`config.mk`:
```
export PLATFORM = sky130hd
export DESIGN_NAME = hazard_unit_p_flat
export DESIGN_NICKNAME = d
export VERILOG_FILES = /design/src/rtl/hazard_pkg.sv /design/src/rtl/hazard_unit_p_if.sv /design/src/rtl/hazard_miss_fsm.sv /design/src/rtl/hazard_unit_p.sv /design/src/flat_wrapper.sv
export SDC_FILE = /design/constraint.sdc
export NUM_CORES = 1
export LEC_CHECK = 0
export BUFFER_PORTS_ARGS = -buffer_cell sky130_fd_sc_hd__buf_2
export CORE_UTILIZATION = 39
export DETAILED_ROUTE_END_ITERATION = 6
export PLACE_DENSITY_LB_ADDON = 0.1
export SLEW_MARGIN = 5
export SYNTH_ARGS = -nofsm -noshare
export SYNTH_HDL_FRONTEND = slang
export SYNTH_SLANG_ARGS = --single-unit
```
`constraint.sdc`:
```
create_clock -name clk -period 3.3 [get_ports clk]
set_input_delay 0.33 -clock clk [delete_from_list [all_inputs] [get_ports clk]]
set_output_delay 0.33 -clock clk [all_outputs]
set_load 0.05 [all_outputs]
```
`src/rtl/hazard_pkg.sv`:
```
// Shared encodings for the RIPTIDE-II pipeline interlock.
// Operand-source codes and data-cache miss machine states.
package hazard_pkg;

   typedef enum logic [1:0] {
      SRC_REG  = 2'b00,
      SRC_IO   = 2'b01,
      SRC_OVF  = 2'b10,
      SRC_NONE = 2'b11
   } src_e;

   typedef enum logic [1:0] {
      MS_IDLE  = 2'b00,
      MS_RMISS = 2'b01,
      MS_WMISS = 2'b10,
      MS_RECOV = 2'b11
   } miss_state_e;

   localparam int HCNT_W = 4;

endpackage

```
`src/rtl/hazard_unit_p_if.sv`:
```
// Decode-side bundle between the decoder/pipeline and the interlock.
// master drives scoreboard state and decode fields; slave is the interlock.
interface hazard_unit_p_if #(
   parameter int REG_AW    = 3,
   parameter int WR_STAGES = 5,
   parameter int IO_STAGES = 7,
   parameter int BR_STAGES = 3
);
   logic                        JMP;
   logic                        RET;
   logic [BR_STAGES-1:0]        NZT;
   logic [BR_STAGES-1:0]        XEC;
   logic                        NZT_res;
   logic                        XEC_res;
   logic                        CALL_res;
   logic                        ALU_NZ;
   logic                        HALT;
   logic [1:0]                  read_src;
   logic [REG_AW-1:0]           regf_a_read;
   logic                        aux_read;
   logic [WR_STAGES*REG_AW-1:0] regf_w;
   logic [WR_STAGES-1:0]        regf_wren;
   logic [1:0]                  ovf_wr;
   logic [IO_STAGES-1:0]        SC;
   logic [IO_STAGES-1:0]        WC;
   logic [IO_STAGES-1:0]        n_LB_w;
   logic                        n_LB_r;
   logic                        d_cache_miss;
   logic                        hazard;
   logic                        data_hazard;
   logic                        branch_hazard;
   logic                        pipeline_flush;
   logic                        decoder_RST;

   modport master (
      output JMP, RET, NZT, XEC,
      output NZT_res, XEC_res, CALL_res, ALU_NZ, HALT,
      output read_src, regf_a_read, aux_read,
      output regf_w, regf_wren, ovf_wr,
      output SC, WC, n_LB_w, n_LB_r, d_cache_miss,
      input  hazard, data_hazard, branch_hazard,
      input  pipeline_flush, decoder_RST
   );

   modport slave (
      input  JMP, RET, NZT, XEC,
      input  NZT_res, XEC_res, CALL_res, ALU_NZ, HALT,
      input  read_src, regf_a_read, aux_read,
      input  regf_w, regf_wren, ovf_wr,
      input  SC, WC, n_LB_w, n_LB_r, d_cache_miss,
      output hazard, data_hazard, branch_hazard,
      output pipeline_flush, decoder_RST
   );

endinterface

```
`src/rtl/hazard_miss_fsm.sv`:
```
// Data-cache miss machine: stalls from miss detection through one
// recovery cycle after the miss line drops.
module hazard_miss_fsm (
   input  logic clk,
   input  logic n_RST,
   input  logic d_cache_miss,
   input  logic wr_req,
   input  logic rd_req,
   output logic miss_stall,
   output logic data_hazard
);
   import hazard_pkg::*;

   miss_state_e state;
   miss_state_e state_nxt;

   always_ff @(posedge clk or negedge n_RST) begin
      if (!n_RST) state <= MS_IDLE;
      else        state <= state_nxt;
   end

   // Write misses win: the store is further down the pipe.
   always_comb begin
      state_nxt = state;
      unique case (state)
         MS_IDLE: begin
            if (wr_req)      state_nxt = MS_WMISS;
            else if (rd_req) state_nxt = MS_RMISS;
         end
         MS_RMISS,
         MS_WMISS: begin
            if (!d_cache_miss) state_nxt = MS_RECOV;
         end
         MS_RECOV: state_nxt = MS_IDLE;
      endcase
   end

   always_comb begin
      miss_stall  = 1'b0;
      data_hazard = 1'b0;
      unique case (state)
         MS_IDLE: begin
            miss_stall  = wr_req | rd_req;
            data_hazard = wr_req;
         end
         MS_RMISS: miss_stall = 1'b1;
         MS_WMISS: begin
            miss_stall  = 1'b1;
            data_hazard = 1'b1;
         end
         MS_RECOV: miss_stall = 1'b1;
      endcase
   end

endmodule

```
`src/rtl/hazard_unit_p.sv`:
```
// Parametrised RIPTIDE-II interlock: scoreboards, flush hold, miss FSM.
// Optional HAZARD_STATS_EN adds stall/flush counters with stats_clr.
module hazard_unit_p #(
   parameter int REG_AW     = 3,
   parameter int WR_STAGES  = 5,
   parameter int IO_STAGES  = 7,
   parameter int BR_STAGES  = 3,
   parameter int FLUSH_HOLD = 1,
   parameter int WMISS_STG  = 6
) (
   input  logic         clk,
   input  logic         n_RST,
`ifdef HAZARD_STATS_EN
   input  logic         stats_clr,
   output logic [31:0]  stall_cnt,
   output logic [15:0]  flush_cnt,
`endif
   hazard_unit_p_if.slave hz
);
   import hazard_pkg::*;

   localparam logic [HCNT_W-1:0] HOLD_INIT = HCNT_W'(FLUSH_HOLD);

   logic [BR_STAGES-1:0] br_pend;
   logic                 xfer;
   logic                 branch_c;
   logic                 flush_evt;
   logic                 dec_flush;
   logic [HCNT_W-1:0]    hcnt;
   logic                 hold_act;
   logic                 regf_hit;
   logic                 aux_hit;
   logic                 ovf_hit;
   logic                 io_hit;
   logic                 wr_req;
   logic                 rd_req;
   logic                 miss_stall;
   logic                 data_hz;

   assign br_pend   = hz.NZT | hz.XEC;
   assign xfer      = hz.JMP | hz.RET;
   assign branch_c  = xfer & (|br_pend);
   assign flush_evt = (hz.NZT_res & hz.ALU_NZ)
                    | hz.XEC_res
                    | hz.CALL_res;
   // A taken JMP/RET squashes the fetch behind it too.
   assign dec_flush = flush_evt | (xfer & ~branch_c);
   assign hold_act  = (hcnt != '0);

   always_ff @(posedge clk or negedge n_RST) begin
      if (!n_RST)         hcnt <= HOLD_INIT;
      else if (dec_flush) hcnt <= HOLD_INIT;
      else if (hold_act)  hcnt <= hcnt - 1'b1;
   end

   always_comb begin
      regf_hit = 1'b0;
      for (int k = 0; k < WR_STAGES; k++) begin
         if (hz.regf_wren[k] &&
             hz.regf_w[k*REG_AW +: REG_AW] == hz.regf_a_read)
            regf_hit = 1'b1;
      end
      regf_hit = regf_hit & (hz.read_src == SRC_REG);
   end

   // Aux register is address 0; only bit-1 stage can still hold it.
   assign aux_hit = hz.aux_read & hz.regf_wren[1]
                  & (hz.regf_w[REG_AW +: REG_AW] == '0);

   assign ovf_hit = (hz.read_src == SRC_OVF) & (|hz.ovf_wr);

   always_comb begin
      io_hit = 1'b0;
      for (int k = 0; k < IO_STAGES; k++) begin
         if (hz.SC[k] ||
             (hz.WC[k] && (hz.n_LB_w[k] == hz.n_LB_r)))
            io_hit = 1'b1;
      end
      io_hit = io_hit & (hz.read_src == SRC_IO);
   end

   assign wr_req = hz.d_cache_miss & hz.WC[WMISS_STG];
   assign rd_req = hz.d_cache_miss & (hz.read_src == SRC_IO);

   hazard_miss_fsm u_miss (
      .clk          (clk),
      .n_RST        (n_RST),
      .d_cache_miss (hz.d_cache_miss),
      .wr_req       (wr_req),
      .rd_req       (rd_req),
      .miss_stall   (miss_stall),
      .data_hazard  (data_hz)
   );

   assign hz.branch_hazard  = branch_c;
   assign hz.pipeline_flush = flush_evt;
   assign hz.data_hazard    = data_hz;
   assign hz.decoder_RST    = dec_flush | hold_act | ~n_RST;
   assign hz.hazard         = ~n_RST | dec_flush | hold_act
                            | regf_hit | aux_hit | ovf_hit
                            | io_hit | branch_c | miss_stall
                            | hz.HALT;

`ifdef HAZARD_STATS_EN
   always_ff @(posedge clk or negedge n_RST) begin
      if (!n_RST)                    stall_cnt <= '0;
      else if (stats_clr)            stall_cnt <= '0;
      else if (hz.hazard && ~&stall_cnt)
                                     stall_cnt <= stall_cnt + 1'b1;
   end

   always_ff @(posedge clk or negedge n_RST) begin
      if (!n_RST)                    flush_cnt <= '0;
      else if (stats_clr)            flush_cnt <= '0;
      else if (flush_evt && ~&flush_cnt)
                                     flush_cnt <= flush_cnt + 1'b1;
   end
`endif

endmodule
```
`src/flat_wrapper.sv`:
```
// flat-port wrapper written by rule: the top's interface ports become plain ports
module hazard_unit_p_flat import hazard_pkg::*;
#(
   parameter int REG_AW     = 3,
   parameter int WR_STAGES  = 5,
   parameter int IO_STAGES  = 7,
   parameter int BR_STAGES  = 3,
   parameter int FLUSH_HOLD = 1,
   parameter int WMISS_STG  = 6
)
  (clk, n_RST, hz_JMP, hz_RET, hz_NZT, hz_XEC, hz_NZT_res, hz_XEC_res, hz_CALL_res, hz_ALU_NZ, hz_HALT, hz_read_src, hz_regf_a_read, hz_aux_read, hz_regf_w, hz_regf_wren, hz_ovf_wr, hz_SC, hz_WC, hz_n_LB_w, hz_n_LB_r, hz_d_cache_miss, hz_hazard, hz_data_hazard, hz_branch_hazard, hz_pipeline_flush, hz_decoder_RST);
  hazard_unit_p_if #(.REG_AW(REG_AW), .WR_STAGES(WR_STAGES), .IO_STAGES(IO_STAGES), .BR_STAGES(BR_STAGES)) hz_i ();
  input  logic clk;
  input  logic n_RST;
  input wire logic [$bits(hz_i.JMP)-1:0] hz_JMP;
  input wire logic [$bits(hz_i.RET)-1:0] hz_RET;
  input wire logic [$bits(hz_i.NZT)-1:0] hz_NZT;
  input wire logic [$bits(hz_i.XEC)-1:0] hz_XEC;
  input wire logic [$bits(hz_i.NZT_res)-1:0] hz_NZT_res;
  input wire logic [$bits(hz_i.XEC_res)-1:0] hz_XEC_res;
  input wire logic [$bits(hz_i.CALL_res)-1:0] hz_CALL_res;
  input wire logic [$bits(hz_i.ALU_NZ)-1:0] hz_ALU_NZ;
  input wire logic [$bits(hz_i.HALT)-1:0] hz_HALT;
  input wire logic [$bits(hz_i.read_src)-1:0] hz_read_src;
  input wire logic [$bits(hz_i.regf_a_read)-1:0] hz_regf_a_read;
  input wire logic [$bits(hz_i.aux_read)-1:0] hz_aux_read;
  input wire logic [$bits(hz_i.regf_w)-1:0] hz_regf_w;
  input wire logic [$bits(hz_i.regf_wren)-1:0] hz_regf_wren;
  input wire logic [$bits(hz_i.ovf_wr)-1:0] hz_ovf_wr;
  input wire logic [$bits(hz_i.SC)-1:0] hz_SC;
  input wire logic [$bits(hz_i.WC)-1:0] hz_WC;
  input wire logic [$bits(hz_i.n_LB_w)-1:0] hz_n_LB_w;
  input wire logic [$bits(hz_i.n_LB_r)-1:0] hz_n_LB_r;
  input wire logic [$bits(hz_i.d_cache_miss)-1:0] hz_d_cache_miss;
  output wire logic [$bits(hz_i.hazard)-1:0] hz_hazard;
  output wire logic [$bits(hz_i.data_hazard)-1:0] hz_data_hazard;
  output wire logic [$bits(hz_i.branch_hazard)-1:0] hz_branch_hazard;
  output wire logic [$bits(hz_i.pipeline_flush)-1:0] hz_pipeline_flush;
  output wire logic [$bits(hz_i.decoder_RST)-1:0] hz_decoder_RST;
  assign hz_i.JMP = hz_JMP;
  assign hz_i.RET = hz_RET;
  assign hz_i.NZT = hz_NZT;
  assign hz_i.XEC = hz_XEC;
  assign hz_i.NZT_res = hz_NZT_res;
  assign hz_i.XEC_res = hz_XEC_res;
  assign hz_i.CALL_res = hz_CALL_res;
  assign hz_i.ALU_NZ = hz_ALU_NZ;
  assign hz_i.HALT = hz_HALT;
  assign hz_i.read_src = hz_read_src;
  assign hz_i.regf_a_read = hz_regf_a_read;
  assign hz_i.aux_read = hz_aux_read;
  assign hz_i.regf_w = hz_regf_w;
  assign hz_i.regf_wren = hz_regf_wren;
  assign hz_i.ovf_wr = hz_ovf_wr;
  assign hz_i.SC = hz_SC;
  assign hz_i.WC = hz_WC;
  assign hz_i.n_LB_w = hz_n_LB_w;
  assign hz_i.n_LB_r = hz_n_LB_r;
  assign hz_i.d_cache_miss = hz_d_cache_miss;
  assign hz_hazard = hz_i.hazard;
  assign hz_data_hazard = hz_i.data_hazard;
  assign hz_branch_hazard = hz_i.branch_hazard;
  assign hz_pipeline_flush = hz_i.pipeline_flush;
  assign hz_decoder_RST = hz_i.decoder_RST;
  hazard_unit_p #(.REG_AW(REG_AW), .WR_STAGES(WR_STAGES), .IO_STAGES(IO_STAGES), .BR_STAGES(BR_STAGES), .FLUSH_HOLD(FLUSH_HOLD), .WMISS_STG(WMISS_STG)) u_core (.clk(clk), .n_RST(n_RST), .hz(hz_i));
endmodule
```
==> results.py <==
metrics = {
    "outcome": {
        "run_status": "finished, final reports clean",
    },
    "final_layout": {
        "area_growth_pct": 53.22,
        "diodes": 0,
        "drive_above_1_share_pct": 43.93,
        "finalNetCount": 243,
        "stdcell_count": 198,
    },
    "placed_design": {
        "port_buffers": 70,
        "placed_cells": 193,
        "dp_slack_ns": 1.291,
        "place_congestion": 0.7516,
        "hpwlAfterDp_um": 1852,
    },
    "logic_synthesis": {
        "synthAdderAreaFrac_pct": 4.959,
        "netlist_area_sq_um": 757.0,
        "synth.avg_cell_area_sq_um": 7.495,
        "async_flop_share_pct": 100.0,
        "synthesis.nets": 170,
        "synth_top_family_by_area": "simple AND/OR/NAND/NOR gates",
        "synth_compound_area_share_pct": 20.66,
        "yosysWarnings": 0,
        "synthSimpleGateAreaFrac_pct": 26.28,
        "synthMuxAreaShare_pct": 1.488,
        "ys.flop_type": "dfrtp_1",
        "ys_seq_area_share_pct": 20.00,
        "synth_edf_count": 0,
        "synth_cells": 101,
        "synth_xor_area_share_pct": 19.67,
        "ys_seq_elements": 6,
        "synth.distinct_cells": 35,
    },
    "floorplanning": {
        "die_area_sq_mm": 0.002121,
        "fp.dieW_um": 46.06,
        "row_count": 15,
        "start_util_pct": 42.91,
        "fp.coreArea_sq_mm": 0.001764,
        "die_y_um": 46.06,
        "io_pins": 71,
    },
    "timing": {
        "tns_ns": 0,
        "worstMarginPinSlew_ns": 0.4786,
        "fin_skew_ns": 0.005522,
        "period_share_pct": 68.04,
        "relSlewSlack_pct": 68.03,
        "max_freq_mhz": 445.4,
        "rsz0062_at_grt": "no",
        "finalHoldViolCount": 0,
        "worst_slack_ns": 1.055,
        "period_minus_slack_ns": 2.245,
        "slew_violations": 0,
        "holdWs_ns": 0.4113,
        "setup_viol": 0,
    },
    "clocking": {
        "clk_pin_slew_ns": 0.05,
        "post_cts_buffers": 0,
        "cts_tree": "built",
        "cts_buffer_depth": 2,
        "clk_latency_ns": 0.25,
        "numCtsBuffers": 3,
        "root_buffer": "clkbuf_4",
        "numClockSinks": 6,
        "h-tree-depth": 1,
    },
    "global_route": {
        "grt_pass1_wl_um": 3325,
        "met1_usage_pct": 25.18,
        "met3_usage_pct": 4.314,
        "grt_pass1_vias": 896,
        "grt_antenna_before_repair": 0,
        "grt.overflow.total": 0,
        "grt_busiest_layer": "met2",
        "grt_use_met2_pct": 38.31,
        "grt_usage_pct": 20.73,
        "grt_max_degree": 8,
    },
    "routing": {
        "totalWireLength_um": 2005,
        "antenna_left": 0,
        "post_drt_wl_per_cell_um": 10.13,
        "drtPass1Iterations": 4,
        "drt_iter0_drc": 18,
        "drt-vias-per-instance": 5.000,
        "drc": 0,
        "vias": 990,
    },
    "worst_setup_path": {
        "path_max_fanout": 4,
        "worst_path_largest_cell_delay_ns": 0.44,
        "start_kind": "flop",
        "crit_slowest_cell": "nor3b_1",
        "cp_cell_sequence": "inv_1, ha_1, nor3b_1, and3_1, o2111ai_1, buf_2",
        "end_kind": "output port",
        "critical_path_buf_inv_count": 2,
        "cp.arrival_ns": 1.92,
        "critPathTopFamily": "simple AND/OR/NAND/NOR gates",
        "cp.required_ns": 2.97,
        "critPathKind": "reg -> out",
    },
    "pwr": {
        "switchingPower_mw": 0.1685,
        "comb_power_share_pct": 56.7,
        "pwr-share-seq_pct": 24.6,
        "p_clk_share_pct": 18.7,
        "p_int_mw": 0.2364,
        "p_per_area_mw_per_mm2": 349.0,
        "ir_worst_vdd_uv": 240.0,
        "switching_share_pct": 41.62,
        "leakagePower_nw": 0.5785,
    },
    "min_path": {
        "hp-class": "in -> reg",
    },
    "flow_run": {
        "maxCapViolations": 0,
    },
}
## worst paths after layout
| kind | slack, ns | startpoint | cells after the start | to |
|---|---|---|---|---|
| worst max-delay path | 1.05 | u_core.hcnt[0] | 6 | hz_hazard |
| worst min-delay path | 0.41 | hz_WC[6] | 4 | u_core.u_miss.state[0] |
| worst max register to register | 1.83 | u_core.hcnt[0] | 6 | u_core.hcnt[1] |
| worst min register to register | 0.54 | u_core.hcnt[1] | 2 | u_core.hcnt[1] |
| max in group asynchronous | 2.63 | n_RST | 2 | u_core.hcnt[0] |
| min in group asynchronous | 0.44 | n_RST | 2 | u_core.hcnt[2] |
## routing by layer
| layer | routed length [um] | vias to the layer above |
|---|---|---|
| li1 | - | 507 |
| met1 | 803 | 443 |
| met2 | 1067 | 40 |
| met3 | 135 | 0 |
| met4 | 0 | 0 |
| met5 | 0 | - |
## timing repair
action,4_1_cts,5_1_grt
endpoints found under the hold margin,5,0
endpoints found under the setup margin,0,0
hold buffers,1,0
gates resized for setup,0,0
## cells in the final DEF (no fill, tap or decap)
cell type       n
and3_1          2
o221ai_1        1
clkbuf_1        1
mux2_2          1
xor2_1          2
o21ai_0         5
nor2_1          8
o2111ai_1       1
nand2_1         8
nor4_1          3
ha_1            3
dlygate4sd3_1   1
a222oi_1        1
nor2b_1         4
a211oi_1        1
clkbuf_4        3
a22oi_1         1
nand4_1         6
nor3b_1         1
o21ai_1         1
nand3b_1        1
o22ai_1         1
a311oi_1        2
dfstp_2         1
a41o_1          1
a31oi_1         1
xnor2_1        15
dfrtp_1         5
or4_1           1
or3_1           1
a31o_2          1
inv_1          10
nor3_1          2
nand2b_1        1
o211ai_1        1
buf_2          70
a21oi_1         4
o21a_1          1
## cells in the mapped netlist (2+ instances only)
cell / n / area (sq um)
xnor2_1: 15 / 131.4
inv_1: 10 / 37.54
nand2_1: 8 / 30.03
nor2_1: 8 / 30.03
nand4_1: 6 / 37.54
dfrtp_1: 5 / 125.1
o21ai_0: 5 / 25.02
a21oi_1: 4 / 20.02
nor2b_1: 4 / 25.02
buf_2: 3 / 15.01
ha_1: 3 / 37.54
nor4_1: 3 / 18.77
a311oi_1: 2 / 17.52
and3_1: 2 / 12.51
nor3_1: 2 / 10.01
xor2_1: 2 / 17.52
## registers in the layout (all words and copies together) (netlist names)
| register | flops |
|---|---|
| u_core.hcnt | 4 |
| u_core.u_miss.state | 2 |
## power groups by stage
stage	sequential [mW]	combinational (mW)	clock (mW)
2_1_floorplan	0.0970	0.157	0
3_3_place_gp	0.101	0.222	0
3_5_place_dp	0.101	0.231	0
4_1_cts	0.100	0.232	0.0777
5_1_grt	0.101	0.262	0.0826
6_report	0.0998	0.229	0.0757
## layout make-up
cell class	count	area, sq um
Clock buffer	4	26.28
Fill cell	180	604.3
Inverter	10	37.54
Multi-Input combinational cell	82	553.0
Sequential cell	6	151.4
Tap cell	25	31.28
Timing Repair Buffer	71	360.3
## per-stage QoR
| stage | utilization, % | total power [mW] | cell area [sq um] |
|---|---|---|---|
| finish | 65.74 | 0.4048 | 1160 |
| global placement | 63.69 | 0.3228 | 1124 |
| floorplan | - | 0.2539 | 757.0 |
| global route | 65.74 | 0.4456 | 1160 |
| CTS | 65.74 | 0.4097 | 1160 |
| detailed placement | 63.69 | 0.3318 | 1124 |
## worst register-to-register path: cells and delay by family (launching register included)
kind / cells / cell delay [ns]
AOI/OAI and AO/OA: 1 / 0.13
adders and majority gates: 1 / 0.20
buffers and inverters: 1 / 0.08
DFF: 1 / 0.36
and+or+nand+nor: 3 / 0.57
## cell families after synthesis
family,count (synthesis)
AOI/OAI and AO/OA,23
xor gates and xnor gates,17
adders and majority gates,3
buffers and inverters,13
DFF,6
muxes,1
and+or+nand+nor,38
No activity file was read; power rests on OpenSTA's default activity.
